File: src/rtl/sram_arbiter_pkg.sv
// Shared SRAM definitions: geometry, client indices and the packed request record
// used by the external SRAM arbiter.
package sram_arbiter_pkg;

  localparam int SRAM_ADDR_COUNT    = 1048576;
  localparam int SRAM_ADDR_WIDTH    = $clog2(SRAM_ADDR_COUNT);
  localparam int SRAM_DATA_WIDTH    = 16;
  localparam int SRAM_BE_WIDTH      = SRAM_DATA_WIDTH / 8;
  localparam int SRAM_ACCESS_CYCLES = 2;

  localparam int CLIENT_VGA    = 0;
  localparam int CLIENT_SPRITE = 1;
  localparam int CLIENT_LOADER = 2;

  typedef struct packed {
    logic [SRAM_ADDR_WIDTH-1:0] addr;
    logic [SRAM_DATA_WIDTH-1:0] wdata;
    logic                       we;
    logic [SRAM_BE_WIDTH-1:0]   be;
  } sram_req_t;

  typedef enum logic {
    ST_IDLE,
    ST_ACCESS
  } sram_state_t;

endpackage

File: src/rtl/sram_rr_select.sv
// Combinational grant select: VGA client wins outright, remaining clients are
// served round-robin starting at ptr (which always lies in 1..N-1).
module sram_rr_select
  import sram_arbiter_pkg::*;
#(
  parameter int N  = CLIENT_LOADER + 1,
  parameter int PW = $clog2(N)
) (
  input  logic [N-1:0]  req,
  input  logic [PW-1:0] ptr,
  output logic [N-1:0]  grant,
  output logic [PW-1:0] ptr_next
);

  logic found;
  int   c;

  always_comb begin
    grant    = '0;
    ptr_next = ptr;
    found    = 1'b0;
    c        = 0;
    if (req[CLIENT_VGA]) begin
      grant[CLIENT_VGA] = 1'b1;
    end else begin
      for (int k = 0; k < N - 1; k++) begin
        // Walk the ring 1..N-1, wrapping back to 1 rather than to 0.
        c = int'(ptr) + k;
        if (c >= N) c = c - (N - 1);
        if (!found && req[c]) begin
          found    = 1'b1;
          grant[c] = 1'b1;
          ptr_next = (c == N - 1) ? PW'(CLIENT_SPRITE) : PW'(c + 1);
        end
      end
    end
  end

endmodule

File: src/rtl/sram_arbiter.sv
// Owns the external 1M x 16 SRAM pins and runs one fixed-length access at a time
// for the VGA, sprite and loader clients.
module sram_arbiter
  import sram_arbiter_pkg::*;
#(
  parameter int NUM_CLIENTS   = CLIENT_LOADER + 1,
  parameter int ACCESS_CYCLES = SRAM_ACCESS_CYCLES
) (
  input  logic                                           i_clk,
  input  logic                                           i_rst_n,
  input  logic [NUM_CLIENTS-1:0]                         i_req,
  input  logic [NUM_CLIENTS-1:0]                         i_we,
  input  logic [NUM_CLIENTS-1:0][SRAM_ADDR_WIDTH-1:0]    i_addr,
  input  logic [NUM_CLIENTS-1:0][SRAM_DATA_WIDTH-1:0]    i_wdata,
  input  logic [NUM_CLIENTS-1:0][SRAM_BE_WIDTH-1:0]      i_be,
  output logic [NUM_CLIENTS-1:0]                         o_ack,
  output logic [SRAM_DATA_WIDTH-1:0]                     o_rdata,
  output logic                                           o_busy,
  output logic [SRAM_ADDR_WIDTH-1:0]                     o_SRAM_ADDR,
  output logic [SRAM_DATA_WIDTH-1:0]                     o_SRAM_DQ,
  output logic                                           o_SRAM_DQ_OE,
  input  logic [SRAM_DATA_WIDTH-1:0]                     i_SRAM_DQ,
  output logic                                           o_SRAM_CE_N,
  output logic                                           o_SRAM_OE_N,
  output logic                                           o_SRAM_WE_N,
  output logic                                           o_SRAM_LB_N,
  output logic                                           o_SRAM_UB_N
);

  localparam int PW = $clog2(NUM_CLIENTS);
  localparam int CW = (ACCESS_CYCLES > 2) ? $clog2(ACCESS_CYCLES) : 1;

  sram_state_t            state;
  logic [CW-1:0]          cnt;
  logic [PW-1:0]          ptr;
  logic [PW-1:0]          ptr_next;
  logic [NUM_CLIENTS-1:0] grant;
  logic [NUM_CLIENTS-1:0] owner;
  logic                   we;
  sram_req_t              reqs [NUM_CLIENTS];
  sram_req_t              sel;

  for (genvar gi = 0; gi < NUM_CLIENTS; gi++) begin : g_pack
    assign reqs[gi] = '{addr: i_addr[gi], wdata: i_wdata[gi], we: i_we[gi], be: i_be[gi]};
  end

  sram_rr_select #(.N(NUM_CLIENTS), .PW(PW)) u_select (
    .req      (i_req),
    .ptr      (ptr),
    .grant    (grant),
    .ptr_next (ptr_next)
  );

  always_comb begin
    sel = '0;
    for (int k = 0; k < NUM_CLIENTS; k++) begin
      if (grant[k]) sel = reqs[k];
    end
  end

  always_ff @(posedge i_clk or negedge i_rst_n) begin
    if (!i_rst_n) begin
      state        <= ST_IDLE;
      cnt          <= '0;
      ptr          <= PW'(CLIENT_SPRITE);
      owner        <= '0;
      we           <= 1'b0;
      o_ack        <= '0;
      o_rdata      <= '0;
      o_busy       <= 1'b0;
      o_SRAM_ADDR  <= '0;
      o_SRAM_DQ    <= '0;
      o_SRAM_DQ_OE <= 1'b0;
      o_SRAM_CE_N  <= 1'b1;
      o_SRAM_OE_N  <= 1'b1;
      o_SRAM_WE_N  <= 1'b1;
      o_SRAM_LB_N  <= 1'b1;
      o_SRAM_UB_N  <= 1'b1;
    end else begin
      o_ack <= '0;
      case (state)
        ST_IDLE: begin
          if (|i_req) begin
            state        <= ST_ACCESS;
            o_busy       <= 1'b1;
            cnt          <= CW'(ACCESS_CYCLES - 1);
            ptr          <= ptr_next;
            owner        <= grant;
            we           <= sel.we;
            o_SRAM_ADDR  <= sel.addr;
            o_SRAM_DQ    <= sel.wdata;
            o_SRAM_DQ_OE <= sel.we;
            o_SRAM_CE_N  <= 1'b0;
            o_SRAM_OE_N  <= sel.we;
            o_SRAM_WE_N  <= ~sel.we;
            o_SRAM_LB_N  <= ~sel.be[0];
            o_SRAM_UB_N  <= ~sel.be[1];
          end
        end
        ST_ACCESS: begin
          if (cnt == '0) begin
            state        <= ST_IDLE;
            o_busy       <= 1'b0;
            o_ack        <= owner;
            if (!we) o_rdata <= i_SRAM_DQ;
            o_SRAM_DQ_OE <= 1'b0;
            o_SRAM_CE_N  <= 1'b1;
            o_SRAM_OE_N  <= 1'b1;
            o_SRAM_WE_N  <= 1'b1;
            o_SRAM_LB_N  <= 1'b1;
            o_SRAM_UB_N  <= 1'b1;
          end else begin
            cnt <= cnt - 1'b1;
            // Raise WE one cycle early so address/data hold past its rising edge.
            if (cnt == CW'(1)) o_SRAM_WE_N <= 1'b1;
          end
        end
        default: state <= ST_IDLE;
      endcase
    end
  end

endmodule

File: config.mk
export PLATFORM = sky130hd
export DESIGN_NAME = sram_arbiter
export DESIGN_NICKNAME = d
export VERILOG_FILES = /design/src/rtl/sram_arbiter_pkg.sv /design/src/rtl/sram_rr_select.sv /design/src/rtl/sram_arbiter.sv
export SDC_FILE = /design/constraint.sdc
export NUM_CORES = 1
export LEC_CHECK = 0
export ABC_AREA = 0
export CAP_MARGIN = 20
export CORE_MARGIN = 2
export CORE_UTILIZATION = 43
export CTS_CLUSTER_DIAMETER = 30
export CTS_CLUSTER_SIZE = 20
export DETAILED_ROUTE_END_ITERATION = 10
export PLACE_DENSITY = 0.88
export SLEW_MARGIN = 20
export SYNTH_ARGS = -nofsm -noshare
export SYNTH_HDL_FRONTEND = slang
export SYNTH_SLANG_ARGS = --single-unit
File: constraint.sdc
create_clock -name i_clk -period 7.8 [get_ports i_clk]
set_input_delay 1.56 -clock i_clk [delete_from_list [all_inputs] [get_ports i_clk]]
set_output_delay 1.56 -clock i_clk [all_outputs]
set_load 0.005 [all_outputs]
== Yosys cells after proc, flatten, opt, wreduce, memory -nomap -nowiden ==
Cells that the tools add are included.
Word-level totals
  register bits after elaboration: 70
  bits of input ports: 138
  output and inout bits: 62
  logic and storage cells: 100
Cells by class
  add/subtract/negate cells: 6
  $lt $le $gt $ge: 6
  equality and inequality tests: 4
  mux-type cells: 50
  bitwise logic cells: 8
  reductions and logical operators: 10
Operators by type and width (number)
  $mux W32: 4
  $mux W39: 3
  $eq A32 B3 Y1 const B: 2
  $ge A32 B1 Y1 const B: 2
  $lt A32 B4 Y1 const B: 2
  $ge A32 B3 Y1 const B: 1
  $sub A32 B3 Y32 const B: 1
  $mux W1: 20
  $pmux W1 S2: 9
  $mux W3: 5
  $mux W2: 5
  $not A1 Y1: 7
  $add A2 B2 Y2 const B: 2
  $bmux W1 S2: 2
  $demux W1 S2: 2
  $ne A2 B2 Y1 const B: 2
  $reduce_and A2 Y1: 2
  $reduce_and A4 Y1: 1
  $add A2 B1 Y3 const B: 1
  $logic_and A1 B1 Y1: 3
  $or A3 B3 Y3: 1
  $reduce_and A3 Y1: 1
  $reduce_or A3 Y1: 1
  $sub A2 B2 Y3 const B: 1
  other kinds (4): 4

== Logic depth before layout (Yosys ltp) ==
Gate-level depths: netlist of run 1.
  depth after elaboration: 18
  depth in mapped cells: 14
  depth with buffers taken out: 10

== Cells and area by module ==
Synthesis of run 1 repeated with hierarchy kept, for this count alone.
Unflattened totals
  cells, all modules: 358
  area, all modules: 3691.0 um2
By module, submodules not included
  sram_arbiter: times used 1, cells each 310, area an instance 3352.0 um2
  sram_rr_select: times used 1, cells each 48, area an instance 339.1 um2

== Worst setup path before layout of run 1 ==
OpenSTA, ideal clock, no wires.
  kind: in2reg
  start point: in i_req[0]
  end point: reg o_SRAM_DQ[5]
  library setup time: 0.076 ns
  data arrival time: 2.999 ns
  required time: 7.724 ns
  slack: 4.725 ns
  cell stages on the path: 9
  path buffers: 3
  path through: buf_2 -> mux2i_4 -> o2111ai_1 -> o32a_2 -> a21oi_2 -> buf_6 -> buf_6 -> a21oi_2 -> o21ai_1
On the way
  longest elaborated chain between the ends: 12
RTL lines
  from (decl): line sram_arbiter.sv:11  | input logic [NUM_CLIENTS-1:0] i_req,
  $bmux W1 S2: line sram_rr_select.sv:30  | if (!found && req[c]) begin
  $mux W1 (implied by the code) (2 in a row): line sram_rr_select.sv:30
  $mux W1: line sram_rr_select.sv:30
  $mux W1: line sram_rr_select.sv:23  | if (req[CLIENT_VGA]) begin
  $logic_not A1 Y1: line sram_rr_select.sv:30
  $logic_and A1 B1 Y1: line sram_rr_select.sv:30
  $mux W3: line sram_rr_select.sv:30
  $mux W1: line sram_rr_select.sv:23
  $mux W39 (3 in a row): line sram_arbiter.sv:57  | if (grant[k]) sel = reqs[k];
  to (signal assigned): line sram_arbiter.sv:91  | o_SRAM_DQ <= sel.wdata;
  to (decl): line sram_arbiter.sv:20  | output logic [SRAM_DATA_WIDTH-1:0] o_SRAM_DQ,
Several ways; a longest one is shown, not always the timed one. The select of a mux whose other input is x is not followed.
A chain may end at the register's enable or synchronous reset.

== Worst setup path in the final report of run 1 ==
  start point: in i_req[0]
  end point: reg o_SRAM_DQ[0]
The elaborated chain is that of the path after synthesis.

==> results of run 1 <==
[power by group through the flow]
stage               Combinational [W]  Clock (W)  Sequential (W)
global placement              0.00122          0        0.000641
floorplan                    0.000749          0        0.000647
global route                  0.00139   0.000342        0.000669
detailed placement            0.00126          0        0.000653
finish                        0.00127   0.000320        0.000646
CTS                           0.00127   0.000327        0.000646
[sequential cells by signal, summed over array words and instances, names as in the netlist, 2 cells and up]
name and count:
o_SRAM_ADDR 20, o_SRAM_DQ 16, o_ack 3, o_rdata 16
owner 3, ptr 2
[worst register-to-register path: stages (launching register included)]
cell       delay (ns)
dfstp_2          0.73
inv_1            0.16
ha_1             0.36
o21a_1           0.25
nor2_1           0.17
ha_1             0.23
o2111ai_1        0.11
o32a_2           0.41
a21oi_4          0.62
buf_4            0.45
a21oi_1          0.09
o21ai_1          0.15
[worst paths after layout]
path	from	endpoint	slack (ns)
worst max-delay path	i_req[0]	o_SRAM_DQ[0]	3.62
worst min-delay path	o_SRAM_CE_N	o_SRAM_CE_N	0.46
worst max register to register	ptr[0]	o_SRAM_DQ[0]	4.01
worst min register to register	o_SRAM_CE_N	o_SRAM_CE_N	0.46
max in group asynchronous	i_rst_n	o_SRAM_DQ[12]	5.55
min in group asynchronous	i_rst_n	owner[1]	1.23
[per-stage QoR]
step / std cells / setup WS, ns / instance area [um2] / power, W
after floorplan: 361 / 4.72 / 3760 / 0.00140
after global routing: 659 / 3.49 / 5980 / 0.00240
after global placement: 642 / 3.45 / 5740 / 0.00186
after detailed placement: 642 / 3.27 / 5740 / 0.00191
final: 659 / 3.62 / 5980 / 0.00224
after CTS: 658 / 3.65 / 5950 / 0.00224
[cells in the final DEF, fill, tap and decap left out, types with 3 or more instances in the layout]
cell             Yosys  routed
a21oi_1             12      12
a21oi_2             32      31
and2_1               3       3
buf_4                5       4
clkbuf_8             0       9
clkdlybuf4s50_1      0     198
dfrtp_1             64      64
dfstp_2              6       6
ha_1                 7       7
inv_1                5       5
mux2_2              16      16
nand2_1             52      52
nor2_1               8       7
nor2b_1              5       4
o21ai_0              5       5
o21ai_1             43      43
o221ai_1            36      36
[per-layer routing]
layer  vias up  track usage
met5         -            0
met4         0       0.0716
met3        16       0.0604
met2       175        0.447
met1      1729        0.283
li1       1711            -
[cells by family (layout without fill, tap and decap cells)]
kind of cell / after synthesis / count (layout) / share of synthesized area
mux: 17 / 17 / 0.0539
simple gates: 84 / 84 / 0.104
fa+ha+maj: 7 / 7 / 0.0233
buf+inv: 35 / 225 / 0.0575
flops: 70 / 70 / 0.467
compound gates: 148 / 148 / 0.294
[cell type report]
cell class | count | area, um2 | area share
clock buffers | 10 | 128 | 0.0213
clock inverters | 6 | 86.3 | 0.0144
inverters | 5 | 18.8 | 0.00314
multi-input cells | 256 | 1810 | 0.303
flip-flops and latches | 70 | 1760 | 0.294
well taps | 108 | 135 | 0.0226
repair buffers | 204 | 2040 | 0.342
==> metrics.txt, run 1 <==
Core Box Area 8590 um2; crit-path max cell delay 0.70 ns; Logic pwr share 0.569; first-pass GRT wire length 18800 um; Post-synth EDFFs 0; Crit Path Class input pin to flip-flop; Wirelength per Cell 17.9 um; FP Rows 34; Starting Density 0.438; synthesis-to-finish area growth 58.9%; CP max FO 22; Pint 0.00137 W; violation count after the first detailed-route iteration 145; syn nets 506; initial antenna violation count 0; die area 9520 um2; Power Density 375 nW/um2; number of global-route vias before repair 3806; # IOs 200; CP arrival 4.45 ns; Antenna Cells 0; CTS Buf Count 9; flip-flop and latch count after synthesis 70; metal3 WL 824 um; post-synth top area share 0.426; fill count 650; VDD IR-drop max 0.000144 V; Fin Hold WS 0.464 ns; Tcrit/Tclk final 0.536; pin count of the biggest net entering global routing 52; reg2reg path depth 11; worst hold path class flip-flop to flip-flop; met2 wire len 6190 um; gpl congestion 0.825; Slowest-stage cell, CP clkdlybuf4s50_1; Leakage Power 2.33 nW; register area share after synthesis 0.467; CP bufs+invs 2; fin crit period 4.18 ns; Synth warnings 0; Hold Path Cell Cnt 2; slew at the pin with the worst max-slew slack 1.01 ns; crit-path cells clkdlybuf4s50_1 > mux2i_4 > o2111ai_1 > o32a_2 > a21oi_4 > buf_4 > a21oi_1 > o21ai_1; setup bufs post-CTS 0; Layout Nets 691; share of post-route cells with drive strength above 1 0.163; worst-skew pair later-pin latency 0.34 ns; post-synthesis instance total 361; gr usage total 0.245; f_max 0.239 GHz; Remaining Overflow, GRT 0; H-tree Lvls 3; Hold Buf Count CTS 0; Crit path depth 8; number of vias per cell 5.51; Synth Flop Type dfrtp_1; Post-Synthesis Cell Area 3760 um2; Clock power frac 0.143; clock-pin slew on the worst setup and hold paths 0.08 ns; Slew headroom 0.328; CP top delay family compound AO/OA/AOI/OAI gates; async set or reset register ratio after synthesis 1.00; largest cells by area after synthesis dfrtp_1, o221ai_1, a21oi_2; Sw Pwr 0.000874 W; critical path data required time 8.07 ns; CP Launch Type input pin; Vias 3631; Net Sw Frac 0.390; port bufs 199; status finished, final reports clean; DR top layer met4; Hold Vio Cnt, Final 0; Synth top cells by count dfrtp_1, nand2_1, o21ai_1; final core utilization 0.696; Final Max Tran Viols 0; Yosys top cell by area dfrtp_1; Worst Setup End Kind flip-flop; TNS Setup 0 ns; clk root buf clkbuf_8; Reg power frac 0.288; WL final 11800 um; M1 wire length 4600 um; First-pass DRT Iterations 4; most common cell in the synthesized netlist dfrtp_1; Die Height 97.6 um; Die Wd 97.6 um; Avg Inst Size Synth 10.4 um2; Post-DRT Antenna Nets 0; Final setup viols 0; HPWL after detailed placement 8650 um; Distinct cells, synth 49; RSZ-0062 raised after global routing no; clock tree buffer depth 2; max-cap check violation count 0; Resize count post-CTS 0; Setup Skew 0.0110 ns; Remaining DRCs 0; TritonCTS clock tree yes; clk sinks 70
No activity file was read; power rests on OpenSTA's default activity.
==> run 2, diff against run 1 <==
Settings changed: CORE_UTILIZATION 43 to 36, PLACE_DENSITY 0.88 to 0.79.
Clock period 7.8 ns to 3.5 ns, I/O delays scaled along.
==> run 2 against run 1 <==
Net effect:
- clock skew is 0.0029 ns lower
- utilization decreased by 10 points
- critical path depth up 2
- cell count increased by 5.3%
- clock power increased by 120%
- first-iteration DRC count is 66% higher
- wire length up 1.4%
- worst setup slack lost 3.4 ns
- total power grew 120%
- sequential share of layout area fell by 0.33 points
==> metrics.txt, run 2 (synthesis results as in run 1) <==
status finished, final reports clean (unchanged); Remaining Overflow, GRT 0 (unchanged); critical path data required time 3.76 ns (was 8.07 ns); final total power 0.00502 W (was 0.00224 W); CP max FO 37 (was 22); TritonCTS clock tree yes (unchanged); Worst Setup SP ptr[0] (was i_req[0]); register area 1760 um2 (unchanged); share of post-route cells with drive strength above 1 0.172 (was 0.163); crit-path max cell delay 0.71 ns (was 0.70 ns); most common cell after layout, fill and taps aside clkdlybuf4s50_1 (unchanged); Tcrit/Tclk final 0.949; Most flops, register o_SRAM_ADDR (unchanged); fin crit period 3.32 ns; clk root buf clkbuf_8 (unchanged); Crit path depth 10 (was 8); gr usage total 0.211 (was 0.245); # IOs 200 (unchanged); Resize count post-CTS 0 (unchanged); die area 11300 um2 (was 9520 um2); DR top layer met4 (unchanged); Non-Filler Instances 694 (was 659); Post-DRT Antenna Nets 0 (unchanged); most frequent cells in the layout clkdlybuf4s50_1, dfrtp_1, nand2_1 (unchanged); Layout Nets 698 (was 691); Hold Vio Cnt, Final 0 (unchanged); WL final 12000 um (was 11800 um); Remaining DRCs 0 (unchanged); met2 wire len 5990 um (was 6190 um); setup bufs post-CTS 0 (unchanged); number of vias per cell 5.33 (was 5.51); f_max 0.301 GHz; first-pass GRT wire length 18600 um (was 18800 um); Final setup viols 0 (unchanged); Core Box Area 10200 um2 (was 8590 um2); Setup Skew 0.00816 ns (was 0.0110 ns); clock tree buffer depth 2 (unchanged); Largest regs o_SRAM_ADDR (20), o_SRAM_DQ (16), o_rdata (16) (unchanged); Worst Setup End Kind flip-flop (unchanged); CP Launch Type flip-flop (was input pin); Die Height 106 um (was 97.6 um); First-pass DRT Iterations 5 (was 4); Placed Cells 678 (was 642); clk sinks 70 (unchanged); FP Rows 37 (was 34); slew at the pin with the worst max-slew slack 0.881 ns (was 1.01 ns); worst hold path class input pin to async pin (was flip-flop to flip-flop); crit-path cells inv_1 > ha_1 > o21a_1 > nor2_1 > ha_1 > o2111ai_1 > o32a_2 > nand2_4 > o221ai_1 > o21ai_1 (was clkdlybuf4s50_1 > mux2i_4 > o2111ai_1 > o32a_2 > a21oi_4 > buf_4 > a21oi_1 > o21ai_1); worst-skew pair later-pin latency 0.34 ns (about the same); Power Density 829 nW/um2 (was 375 nW/um2); port bufs 199 (unchanged); CP top delay family compound AO/OA/AOI/OAI gates (unchanged); Hold Buf Count CTS 0 (unchanged); Die Wd 106 um (was 97.6 um); CP bufs+invs 1 (was 2); max-cap check violation count 0 (unchanged); Logic pwr share 0.572 (was 0.569); reg2reg end o_SRAM_ADDR[14] (was o_SRAM_DQ[0]); H-tree Lvls 3 (unchanged); Worst R2R Start ptr[0] (unchanged); VDD IR-drop max 0.000374 V (was 0.000144 V); Vias 3701 (was 3631); number of global-route vias before repair 3816 (was 3806); synthesis-to-finish area growth 60.7% (was 58.9%); area of the multi-input gates 1810 um2 (about the same); CTS Buf Count 9 (unchanged); Clock power frac 0.141 (was 0.143); Starting Density 0.368 (was 0.438); initial antenna violation count 0 (unchanged); worst setup path end o_SRAM_ADDR[14] (was o_SRAM_DQ[0]); pin count of the biggest net entering global routing 71 (was 52); Wirelength per Cell 17.2 um (was 17.9 um); TNS Setup 0 ns (unchanged); Antenna Cells 0 (unchanged); reg2reg path depth 10 (was 11); Slowest-stage cell, CP dfstp_2 (was clkdlybuf4s50_1); Sw Pwr 0.00194 W (was 0.000874 W); gpl congestion 0.966 (was 0.825); RSZ-0062 raised after global routing no (unchanged); Reg power frac 0.286 (was 0.288); Pint 0.00308 W (was 0.00137 W); clock-pin slew on the worst setup and hold paths 0.08 ns (about the same); CP arrival 3.58 ns (was 4.45 ns); Crit Path Class flip-flop to flip-flop (was input pin to flip-flop); HPWL after detailed placement 9070 um (was 8650 um); most used cell, CP ha_1; Slew headroom 0.413 (was 0.328); final core utilization 0.591 (was 0.696); metal3 WL 1020 um (was 824 um); violation count after the first detailed-route iteration 240 (was 145); Final Max Tran Viols 0 (unchanged); fill count 850 (was 650); Leakage Power 2.36 nW (was 2.33 nW); max reg flops 20 (unchanged); M1 wire length 4680 um (was 4600 um); R2R Setup Slk 0.18 ns (was 4.01 ns); Net Sw Frac 0.387 (was 0.390)
run 2: layer usage:
metal | global-route usage | vias up
met5 | 0 | -
met4 | 0.0827 | 0
met3 | 0.0540 | 23
met2 | 0.375 | 170
met1 | 0.241 | 1787
li1 | - | 1721
run 2: final cells by class:
type	instances	share of cell area
clock inverters	6	0.0143
multi-input cells	256	0.299
repair buffers	211	0.344
clock buffers	10	0.0211
inverters	5	0.00310
flip-flops and latches	70	0.291
well taps	136	0.0281
run 2: metrics by stage:
stage / area, um2 / setup WS [ns] / hold slack [ns]
2_1_floorplan: 3760 / 0.643 / 0.404
3_3_place_gp: 5840 / 0.393 / 0.448
3_5_place_dp: 5840 / 0.227 / 0.459
4_1_cts: 6050 / 0.212 / 0.471
5_1_grt: 6050 / 0.0367 / 0.482
6_report: 6050 / 0.178 / 0.465
run 2: worst min path at each step:
stage / startpoint / to / slack, ns / depth (start not counted)
3_3_place_gp: o_SRAM_CE_N / o_SRAM_CE_N / 0.45 / 2
3_5_place_dp: owner[1] / owner[1] / 0.46 / 2
4_1_cts: o_SRAM_CE_N / o_SRAM_CE_N / 0.47 / 2
5_1_grt: o_SRAM_CE_N / o_SRAM_CE_N / 0.48 / 2
2_1_floorplan: i_rst_n / cnt / 0.40 / 0
6_report: i_rst_n / o_SRAM_DQ_OE / 0.47 / 1
run 2: power groups by stage:
stage                     Sequential (W)  Clock [W]  Combinational (W)
after CTS                        0.00144   0.000729            0.00288
after floorplan                  0.00144          0            0.00167
after global routing             0.00149   0.000772            0.00312
after global placement           0.00143          0            0.00279
after detailed placement         0.00145          0            0.00288
final                            0.00144   0.000709            0.00287
